--- src/rtl/sparc_exu_div_seq.sv ---
// Iterative 64/32 UDIV/SDIV divider: restoring shift-subtract, one quotient bit per cycle.
// Optional condition codes (div_ccr) are enabled by defining SPARC_DIV_CC_EN.
module sparc_exu_div_seq #(
   parameter int ITER_W = 6
) (
   input  logic        clk,
   input  logic        arst_l,
   input  logic        div_req_e,
   input  logic        div_signed_e,
   input  logic [3:0]  div_thr_e,
   input  logic [31:0] yreg_mdq_y_e,
   input  logic [31:0] div_rs1_e,
   input  logic [31:0] div_rs2_e,
   input  logic        div_kill,
   input  logic        div_ack,
   output logic        div_busy,
   output logic        div_vld,
   output logic [31:0] div_result,
   output logic [3:0]  div_thr_out,
`ifdef SPARC_DIV_CC_EN
   output logic [3:0]  div_ccr,
`endif
   output logic        div_zero_trap
);

   typedef enum logic [2:0] {IDLE, CHECK, ITER, FIX, DONE} state_t;

   state_t            state_reg;
   logic              signed_reg;
   logic              neg_reg;
   logic [3:0]        thr_reg;
   logic [63:0]       dvd_reg;
   logic [31:0]       dvs_reg;
   logic [31:0]       dvs_mag_reg;
   logic [31:0]       rem_reg;
   logic [31:0]       quo_reg;
   logic [ITER_W-1:0] cnt_reg;

   logic        dvd_neg;
   logic        dvs_neg;
   logic        sign_neg;
   logic [63:0] dvd_mag;
   logic [31:0] dvs_mag;
   logic        early_ovf;
   logic [31:0] check_sat;
   logic [32:0] shifted;
   logic [32:0] trial;
   logic        q_bit;
   logic [31:0] rem_next;
   logic [31:0] fix_val;

   always_comb begin
      dvd_neg   = signed_reg & dvd_reg[63];
      dvs_neg   = signed_reg & dvs_reg[31];
      sign_neg  = dvd_neg ^ dvs_neg;
      dvd_mag   = dvd_neg ? (~dvd_reg) + 64'd1 : dvd_reg;
      dvs_mag   = dvs_neg ? (~dvs_reg) + 32'd1 : dvs_reg;
      // Quotient cannot fit in 32 bits once the high half reaches the divisor.
      early_ovf = (dvd_mag[63:32] >= dvs_mag);
      if (!signed_reg)
         check_sat = 32'hFFFF_FFFF;
      else if (sign_neg)
         check_sat = 32'h8000_0000;
      else
         check_sat = 32'h7FFF_FFFF;
   end

   // 33-bit partial remainder: the shifted-in value may exceed 32 bits before subtraction.
   always_comb begin
      shifted  = {rem_reg, quo_reg[31]};
      trial    = shifted - {1'b0, dvs_mag_reg};
      q_bit    = ~trial[32];
      rem_next = q_bit ? trial[31:0] : shifted[31:0];
   end

   always_comb begin
      fix_val = quo_reg;
      if (signed_reg) begin
         if (!neg_reg) begin
            if (quo_reg > 32'h7FFF_FFFF)
               fix_val = 32'h7FFF_FFFF;
         end else begin
            if (quo_reg > 32'h8000_0000)
               fix_val = 32'h8000_0000;
            else
               fix_val = (~quo_reg) + 32'd1;
         end
      end
   end

`ifdef SPARC_DIV_CC_EN
   logic       fix_ovf;
   logic [3:0] cc_fix;
   logic [3:0] cc_sat;

   always_comb begin
      fix_ovf = signed_reg & (neg_reg ? (quo_reg > 32'h8000_0000) : (quo_reg > 32'h7FFF_FFFF));
      cc_fix  = {fix_val[31], (fix_val == 32'd0), fix_ovf, 1'b0};
      cc_sat  = {check_sat[31], 1'b0, 1'b1, 1'b0};
   end
`endif

   always_ff @(posedge clk or negedge arst_l) begin
      if (!arst_l) begin
         state_reg     <= IDLE;
         signed_reg    <= 1'b0;
         neg_reg       <= 1'b0;
         thr_reg       <= 4'd0;
         dvd_reg       <= 64'd0;
         dvs_reg       <= 32'd0;
         dvs_mag_reg   <= 32'd0;
         rem_reg       <= 32'd0;
         quo_reg       <= 32'd0;
         cnt_reg       <= '0;
         div_busy      <= 1'b0;
         div_vld       <= 1'b0;
         div_result    <= 32'd0;
         div_thr_out   <= 4'd0;
         div_zero_trap <= 1'b0;
`ifdef SPARC_DIV_CC_EN
         div_ccr       <= 4'd0;
`endif
      end else if (div_kill) begin
         state_reg     <= IDLE;
         div_busy      <= 1'b0;
         div_vld       <= 1'b0;
         div_result    <= 32'd0;
         div_thr_out   <= 4'd0;
         div_zero_trap <= 1'b0;
`ifdef SPARC_DIV_CC_EN
         div_ccr       <= 4'd0;
`endif
      end else begin
         case (state_reg)
            IDLE: begin
               if (div_req_e) begin
                  signed_reg <= div_signed_e;
                  thr_reg    <= div_thr_e;
                  dvd_reg    <= {yreg_mdq_y_e, div_rs1_e};
                  dvs_reg    <= div_rs2_e;
                  div_busy   <= 1'b1;
                  state_reg  <= CHECK;
               end
            end
            CHECK: begin
               neg_reg     <= sign_neg;
               dvs_mag_reg <= dvs_mag;
               rem_reg     <= dvd_mag[63:32];
               quo_reg     <= dvd_mag[31:0];
               if (dvs_mag == 32'd0) begin
                  div_result    <= 32'd0;
                  div_zero_trap <= 1'b1;
                  div_thr_out   <= thr_reg;
`ifdef SPARC_DIV_CC_EN
                  div_ccr       <= 4'd0;
`endif
                  state_reg     <= DONE;
               end else if (early_ovf) begin
                  div_result    <= check_sat;
                  div_zero_trap <= 1'b0;
                  div_thr_out   <= thr_reg;
`ifdef SPARC_DIV_CC_EN
                  div_ccr       <= cc_sat;
`endif
                  state_reg     <= DONE;
               end else begin
                  cnt_reg   <= ITER_W'(32);
                  state_reg <= ITER;
               end
            end
            ITER: begin
               rem_reg <= rem_next;
               quo_reg <= {quo_reg[30:0], q_bit};
               cnt_reg <= cnt_reg - ITER_W'(1);
               if (cnt_reg == ITER_W'(1))
                  state_reg <= FIX;
            end
            FIX: begin
               div_result    <= fix_val;
               div_zero_trap <= 1'b0;
               div_thr_out   <= thr_reg;
`ifdef SPARC_DIV_CC_EN
               div_ccr       <= cc_fix;
`endif
               state_reg     <= DONE;
            end
            DONE: begin
               // Result is presented one cycle after entering DONE; ack only counts once it is visible.
               if (div_ack && div_vld) begin
                  div_vld   <= 1'b0;
                  div_busy  <= 1'b0;
                  state_reg <= IDLE;
               end else begin
                  div_vld <= 1'b1;
               end
            end
            default: state_reg <= IDLE;
         endcase
      end
   end

endmodule

--- config.mk ---
export PLATFORM = sky130hd
export DESIGN_NAME = sparc_exu_div_seq
export DESIGN_NICKNAME = d
export VERILOG_FILES = /design/src/rtl/sparc_exu_div_seq.sv
export SDC_FILE = /design/constraint.sdc
export NUM_CORES = 1
export LEC_CHECK = 0
export ABC_AREA = 1
export BUFFER_PORTS_ARGS = -buffer_cell sky130_fd_sc_hd__buf_2
export CELL_PAD_IN_SITES_DETAIL_PLACEMENT = 1
export CELL_PAD_IN_SITES_GLOBAL_PLACEMENT = 1
export CORE_AREA = 10 10 229 188
export DETAILED_ROUTE_END_ITERATION = 10
export DIE_AREA = 0 0 239 198
export PLACE_DENSITY = 0.95
export SETUP_SLACK_MARGIN = 0.02
export SYNTH_ARGS = -nofsm -noshare
export SYNTH_HDL_FRONTEND = slang
export SYNTH_SLANG_ARGS = --single-unit
--- constraint.sdc ---
create_clock -name clk -period 7.46 [get_ports clk]
set_input_delay 0.373 -clock clk [delete_from_list [all_inputs] [get_ports clk]]
set_output_delay 0.373 -clock clk [all_outputs]
set_load 0.1 [all_outputs]
==> results of run 1 <==
==> synthesized netlist by cell type (2+ instances only) <==
cell / count / area [um^2]
clkbuf_1: 80 / 300
nor2_1: 349 / 1310
nor3_2: 2 / 20.0
nand4_1: 71 / 444
and2_1: 4 / 25.0
xor2_1: 65 / 569
buf_1: 8 / 30.0
or2_2: 6 / 37.5
dfrtp_1: 246 / 6160
xnor2_1: 19 / 166
a22oi_1: 3 / 22.5
nor4_1: 7 / 43.8
o21bai_1: 5 / 37.5
buf_4: 4 / 30.0
o31ai_1: 6 / 45.0
a21boi_0: 5 / 37.5
o21a_1: 5 / 37.5
nor3_1: 32 / 160
a31oi_1: 2 / 12.5
a21oi_1: 230 / 1150
clkinv_1: 5 / 18.8
o211ai_1: 21 / 158
o21ai_0: 187 / 936
ha_1: 69 / 863
inv_2: 4 / 15.0
buf_2: 14 / 70.1
nand3b_1: 6 / 45.0
nor2_2: 5 / 31.3
o221ai_1: 18 / 158
buf_6: 7 / 78.8
o21ai_2: 2 / 17.5
nand3_1: 212 / 1060
nand2_1: 714 / 2680
nand3_4: 2 / 35.0
o21ai_1: 9 / 45.0
mux2_2: 20 / 225
inv_1: 276 / 1040
nand2_2: 6 / 37.5
==> per-stage QoR <==
step / worst slack, ns / utilization / area [um^2] / hold slack, ns / instances
3_5_place_dp: 1.59 / 0.498 / 19200 / 0.460 / 3280
3_3_place_gp: 1.91 / 0.498 / 19200 / 0.467 / 3280
2_1_floorplan: 3.98 / - / 18200 / 0.0774 / 2734
4_1_cts: 1.52 / 0.523 / 20200 / 0.0136 / 3330
6_report: 1.41 / 0.523 / 20200 / 0.0342 / 3330
5_1_grt: 0.885 / 0.523 / 20200 / 0.0393 / 3330
==> per-layer routing <==
metal  routed length [um]  vias up  GRT usage
met2                31800      868      0.458
met4                 1780        4     0.0699
li1                     -     9114          -
met1                34400     9909      0.458
met5                   31        -          0
met3                 6590      114     0.0518
==> kinds of logic (layout without fill, tap and decap cells) <==
| kind of cell | after synthesis | count (layout) | synth area share |
|---|---|---|---|
| compound gates | 496 | 496 | 0.147 |
| xor+xnor | 84 | 84 | 0.0403 |
| fa+ha+maj | 70 | 70 | 0.0484 |
| buf+inv | 399 | 493 | 0.0869 |
| flops | 246 | 246 | 0.338 |
| mux | 20 | 20 | 0.0123 |
| simple gates | 1419 | 1419 | 0.328 |
==> worst max-delay path, stage by stage, from the launching register on <==
cell and delay, ns:
dfrtp_1 0.38, buf_4 0.25, nand2_1 0.69, clkinv_1 1.10, nand2_1 0.44, nand2_1 0.13
nor2_1 0.14, xor2_1 0.26, ha_1 0.29, nand2_1 0.10, o21ai_0 0.10, nand2_1 0.07
o211ai_1 0.08, nand2_1 0.07, nand2_1 0.05, nand2_1 0.06, nand4_1 0.18, nand2_1 0.68
nand3_4 0.47, nand3_1 0.24, nand2_1 0.09
==> worst paths after layout <==
check,end,startpoint,cells after the start
worst max-delay path,div_result[9],signed_reg,20
worst min-delay path,dvd_reg[14],div_rs1_e[14],2
worst max register to register,div_result[9],signed_reg,20
worst min register to register,dvs_mag_reg[15],dvs_mag_reg[15],2
max in group asynchronous,div_result[8],arst_l,3
min in group asynchronous,dvs_reg[8],arst_l,2
==> final cells by class <==
class / count / area, um^2
fill: 5132 / 18400
clock buffer: 37 / 763
tap: 502 / 628
inverter: 286 / 1080
multi-input combinational: 2089 / 10500
timing repair buffer: 158 / 851
sequential: 246 / 6160
clock inverter: 12 / 196
==> implementation parameters, run 1 <==
Parameter                              Value

Status
  Outcome ... complete, no violations

Layout
  Area added between synthesis and finish ... 10.7%
  Most common cell after layout, fill and taps aside ... nand2_1
  Most used cells in the layout excluding fill and tap cells ... nand2_1 (714), nor2_1 (347), inv_1 (275)
  Diodes inserted ... 0
  Final net count ... 2984
  Max FFs per register ... between 60 and 70
  Fraction of final layout cells sized beyond drive strength 1 ... 0.0912

Detailed routing
  Antenna-violating nets left ... 0
  Vias after detailed routing ... 20.0k
  Wire length per cell after detailed routing ... about 22 um
  Detail-routed via count per cell ... approximately 6
  Total Wirelength ... 74.7 mm
  DR pass1 iterations ... 5
  DRC ... 0
  Number of DRC violations after detailed-routing iteration 0 ... 2043

Synthesis
  Synth unique cells ... 46
  Async SR Flop Fraction ... 1.00
  Ys flop type ... dfrtp_1
  Sequential element share of the synthesized area ... 0.338
  Total nets after synthesis ... between 2k and 3k
  Average size of a mapped cell ... approximately 6.7 um^2
  Number of synthesized register bits ... 246
  Warning count from the yosys run ... 0
  Post-Syn Area ... 18200 um^2
  Number of instances in the synthesized netlist ... 2734
  Post-synth EDFFs ... 0

Floorplan
  Placeable core region ... 38600 um^2
  Chip Width ... 239 um
  Full die area ... 47300 um^2
  I/O pins ... 145
  Core Rows ... 65
  Die outline height ... 198 um
  Initial Utilization ... 0.472

STA
  Slew at the pin with the worst max-slew slack ... around 1.3 ns
  Final TNS setup ... 0 ns
  Final period util ... 0.811
  Achievable clock frequency ... 165 MHz
  Number of max-slew violations in the final report ... 0
  Unrepaired setup endpoints after global routing ... no
  Post-Route Skew ... between 0.015 and 0.02 ns
  Setup violation total in the final timing report ... 0
  Worst slew margin ... 0.125
  Final critical delay including setup and external delays ... approximately 6.0 ns
  Number of hold violations in the final report ... 0

Place
  DP HPWL ... between 50 and 60 mm
  Port-buffer cells ... 144
  Weighted congestion reported at the end of routability-driven placement ... 0.982

Setup path
  Peak fanout along the critical path ... a little over 40
  CP Capture Type ... flop
  Worst path arrival time ... approximately 6.5 ns
  Crit Path Category ... reg2reg
  Required time reported for the critical path endpoint ... 7.92 ns
  Setup slack of the worst register-to-register path ... 1.41 ns
  Element type at the critical path start ... flop

Clock tree
  Longest Clk Path Bufs ... 3
  CTS tree ... built
  Sinks on the clock net ... about 250
  Clock transition at path regs ... 0.07 ns
  Clock buffer count from CTS ... 27
  Number of setup buffers added after CTS ... 0
  Post_cts resized ... 0
  Clock network latency to the later pin of the worst-skew pair ... between 0.5 and 0.6 ns
  Max H-tree Level ... 1
  Cell at the root of the clock tree ... clkbuf_16
  # hold bufs at CTS ... 1

GRT
  Via count of the first global-routing pass ... between 15k and 20k
  First-pass GRT wire length ... about 120 mm
  Tot GR Track Use ... 0.309
  Pin count of the biggest net entering global routing ... 142
  Antenna violations before repair ... 2
  Overflow left after global routing ... 0

Run
  # Max-Cap Violations ... 0

Hold path
  Hold Crit Class ... in2reg
Power of run 1 is not shown: default switching activity piles up to over one toggle a cycle in this logic, so the estimate is an artifact.
==> run 2, diff against run 1 <==
CORE_AREA = 10 10 239 196   (was 10 10 229 188)
DIE_AREA = 0 0 249 206   (was 0 0 239 198)
PLACE_DENSITY = 0.91   (was 0.95)
clock period = 6.2 ns   (was 7.46 ns; I/O delays follow)
==> run 2 against run 1 <==
Final cell count rose by 4.4%. First-iteration DRC count is 5.1% lower. Critical path depth increased by 5. Clock skew grew 0.00085 ns.
==> implementation parameters, run 2 (synthesized netlist as in run 1, its figures left out) <==
Parameter                              Value

Clock tree
  CTS tree ... built
  Longest Clk Path Bufs ... 3
  Sinks on the clock net ... 246
  Max H-tree Level ... 1
  Clock transition at path regs ... 0.06 ns
  Clock buffer count from CTS ... 29
  Cell at the root of the clock tree ... clkbuf_16
  Number of setup buffers added after CTS ... 0
  Clock network latency to the later pin of the worst-skew pair ... around 0.59 ns
  Post_cts resized ... 0

GRT
  First-pass GRT wire length ... 119 mm
  Tot GR Track Use ... 0.288
  Antenna violations before repair ... 1
  Via count of the first global-routing pass ... slightly above 20k
  Pin count of the biggest net entering global routing ... 140
  Overflow left after global routing ... 0

STA
  Worst slew margin ... 0.185
  Final TNS setup ... 0 ns
  Achievable clock frequency ... just under 200 MHz
  Final critical delay including setup and external delays ... 5.08 ns
  Number of hold violations in the final report ... 0
  Post-Route Skew ... about 0.019 ns
  Setup violation total in the final timing report ... 0
  Unrepaired setup endpoints after global routing ... no
  Final period util ... 0.820
  Slew at the pin with the worst max-slew slack ... around 1.2 ns
  Worst-case setup margin in the final layout ... ~1.1 ns
  Number of max-slew violations in the final report ... 0

Floorplan
  Placeable core region ... 42300 um^2
  Full die area ... 51300 um^2
  Core Rows ... between 60 and 70
  Initial Utilization ... 0.431
  I/O pins ... 145
  Chip Width ... ~250 um
  Die outline height ... 206 um

Detailed routing
  Vias after detailed routing ... 20.1k
  Detail-routed via count per cell ... approximately 5.8
  DRC ... 0
  Total Wirelength ... 76.0 mm
  Antenna-violating nets left ... 0
  Wire length per cell after detailed routing ... ~22 um
  DR pass1 iterations ... 5
  Number of DRC violations after detailed-routing iteration 0 ... 1939

Layout
  Most common cell after layout, fill and taps aside ... nand2_1
  Area added between synthesis and finish ... 15.8%
  Finished Core Util ... 0.499
  Most used cells in the layout excluding fill and tap cells ... nand2_1 (714), nor2_1 (347), inv_1 (275)
  Fraction of final layout cells sized beyond drive strength 1 ... 0.0902
  Max FFs per register ... 64
  Number of fill cells ... 5585
  Final net count ... 3072

Status
  Outcome ... complete, no violations

Setup path
  Crit Path Category ... reg2reg
  Peak fanout along the critical path ... 41
  Worst path arrival time ... 5.54 ns
  Element type at the critical path start ... flop
  Required time reported for the critical path endpoint ... between 6 and 7 ns
  CP Capture Type ... flop

Place
  Worst slack, placed ... 1.30 ns
  DP HPWL ... about 56 mm
  Weighted congestion reported at the end of routability-driven placement ... 1.01
  Port-buffer cells ... 144

Hold path
  Hold Crit Class ... in2reg

Run
  # Max-Cap Violations ... 0
[run 2: worst max-delay path, cell delays in order, from the launching register on]
cell,delay [ns]
dfrtp_1,0.38
inv_1,0.18
ha_1,0.27
inv_1,0.10
nor2_1,0.16
nand2_1,0.25
nor3_1,0.37
nand2_1,0.12
nand2_1,0.15
nand2_1,0.11
nor2_1,0.14
xor2_1,0.37
ha_1,0.31
nand2_1,0.10
o21ai_0,0.09
nand2_1,0.06
o211ai_1,0.09
nand2_1,0.09
nand2_1,0.06
nand2_1,0.05
nand4_1,0.18
nand2_1,0.14
buf_4,0.42
nand3_4,0.43
nand3_1,0.21
nand2_1,0.09
[run 2: cell type report]
| type | count | area, um^2 | share of cell area |
|---|---|---|---|
| Timing Repair Buffer | 244 | 1700 | 0.0805 |
| Tap cell | 560 | 701 | 0.0332 |
| Clock inverter | 10 | 138 | 0.00652 |
| Clock buffer | 41 | 821 | 0.0389 |
| Sequential cell | 246 | 6160 | 0.292 |
| Multi-Input combinational cell | 2089 | 10500 | 0.498 |
| Inverter | 286 | 1080 | 0.0510 |
| Antenna cell | 1 | 2.50 | 0.000119 |
[run 2: per-stage QoR]
stage,cells,area (um^2),hold WS [ns]
2_1_floorplan,2734,18200,0.0144
3_3_place_gp,3343,19300,0.445
3_5_place_dp,3343,19300,0.453
4_1_cts,3476,21100,0.00160
5_1_grt,3477,21100,0.0162
6_report,3477,21100,0.00729
[run 2: timing repair]
item,CTS,global route
endpoints found under the setup margin,0,0
hold buffers,82,0
hold endpoints to repair,188,0
[run 2: per-layer routing]
| layer | track usage | share of wire | vias up |
|---|---|---|---|
| met5 | 0 | 0 | - |
| met4 | 0.0641 | 0.023 | 0 |
| met3 | 0.0441 | 0.073 | 109 |
| met2 | 0.443 | 0.43 | 743 |
| met1 | 0.417 | 0.47 | 9969 |
| li1 | - | - | 9284 |
[run 2: path summary, 6_finish.rpt]
path / from / to / slack (ns) / cells past startpoint
max: dvd_reg[1] / div_result[11] / 1.12 / 25
min reg2reg: dvs_mag_reg[14] / dvs_mag_reg[14] / 0.49 / 2
max reg2reg: dvd_reg[1] / div_result[11] / 1.12 / 25
max in group asynchronous: arst_l / quo_reg[0] / 4.44 / 3
min in group asynchronous: arst_l / dvs_reg[8] / 0.39 / 2
min: yreg_mdq_y_e[21] / dvd_reg[53] / 0.007 / 3
Power of run 2 is left out for the same reason.
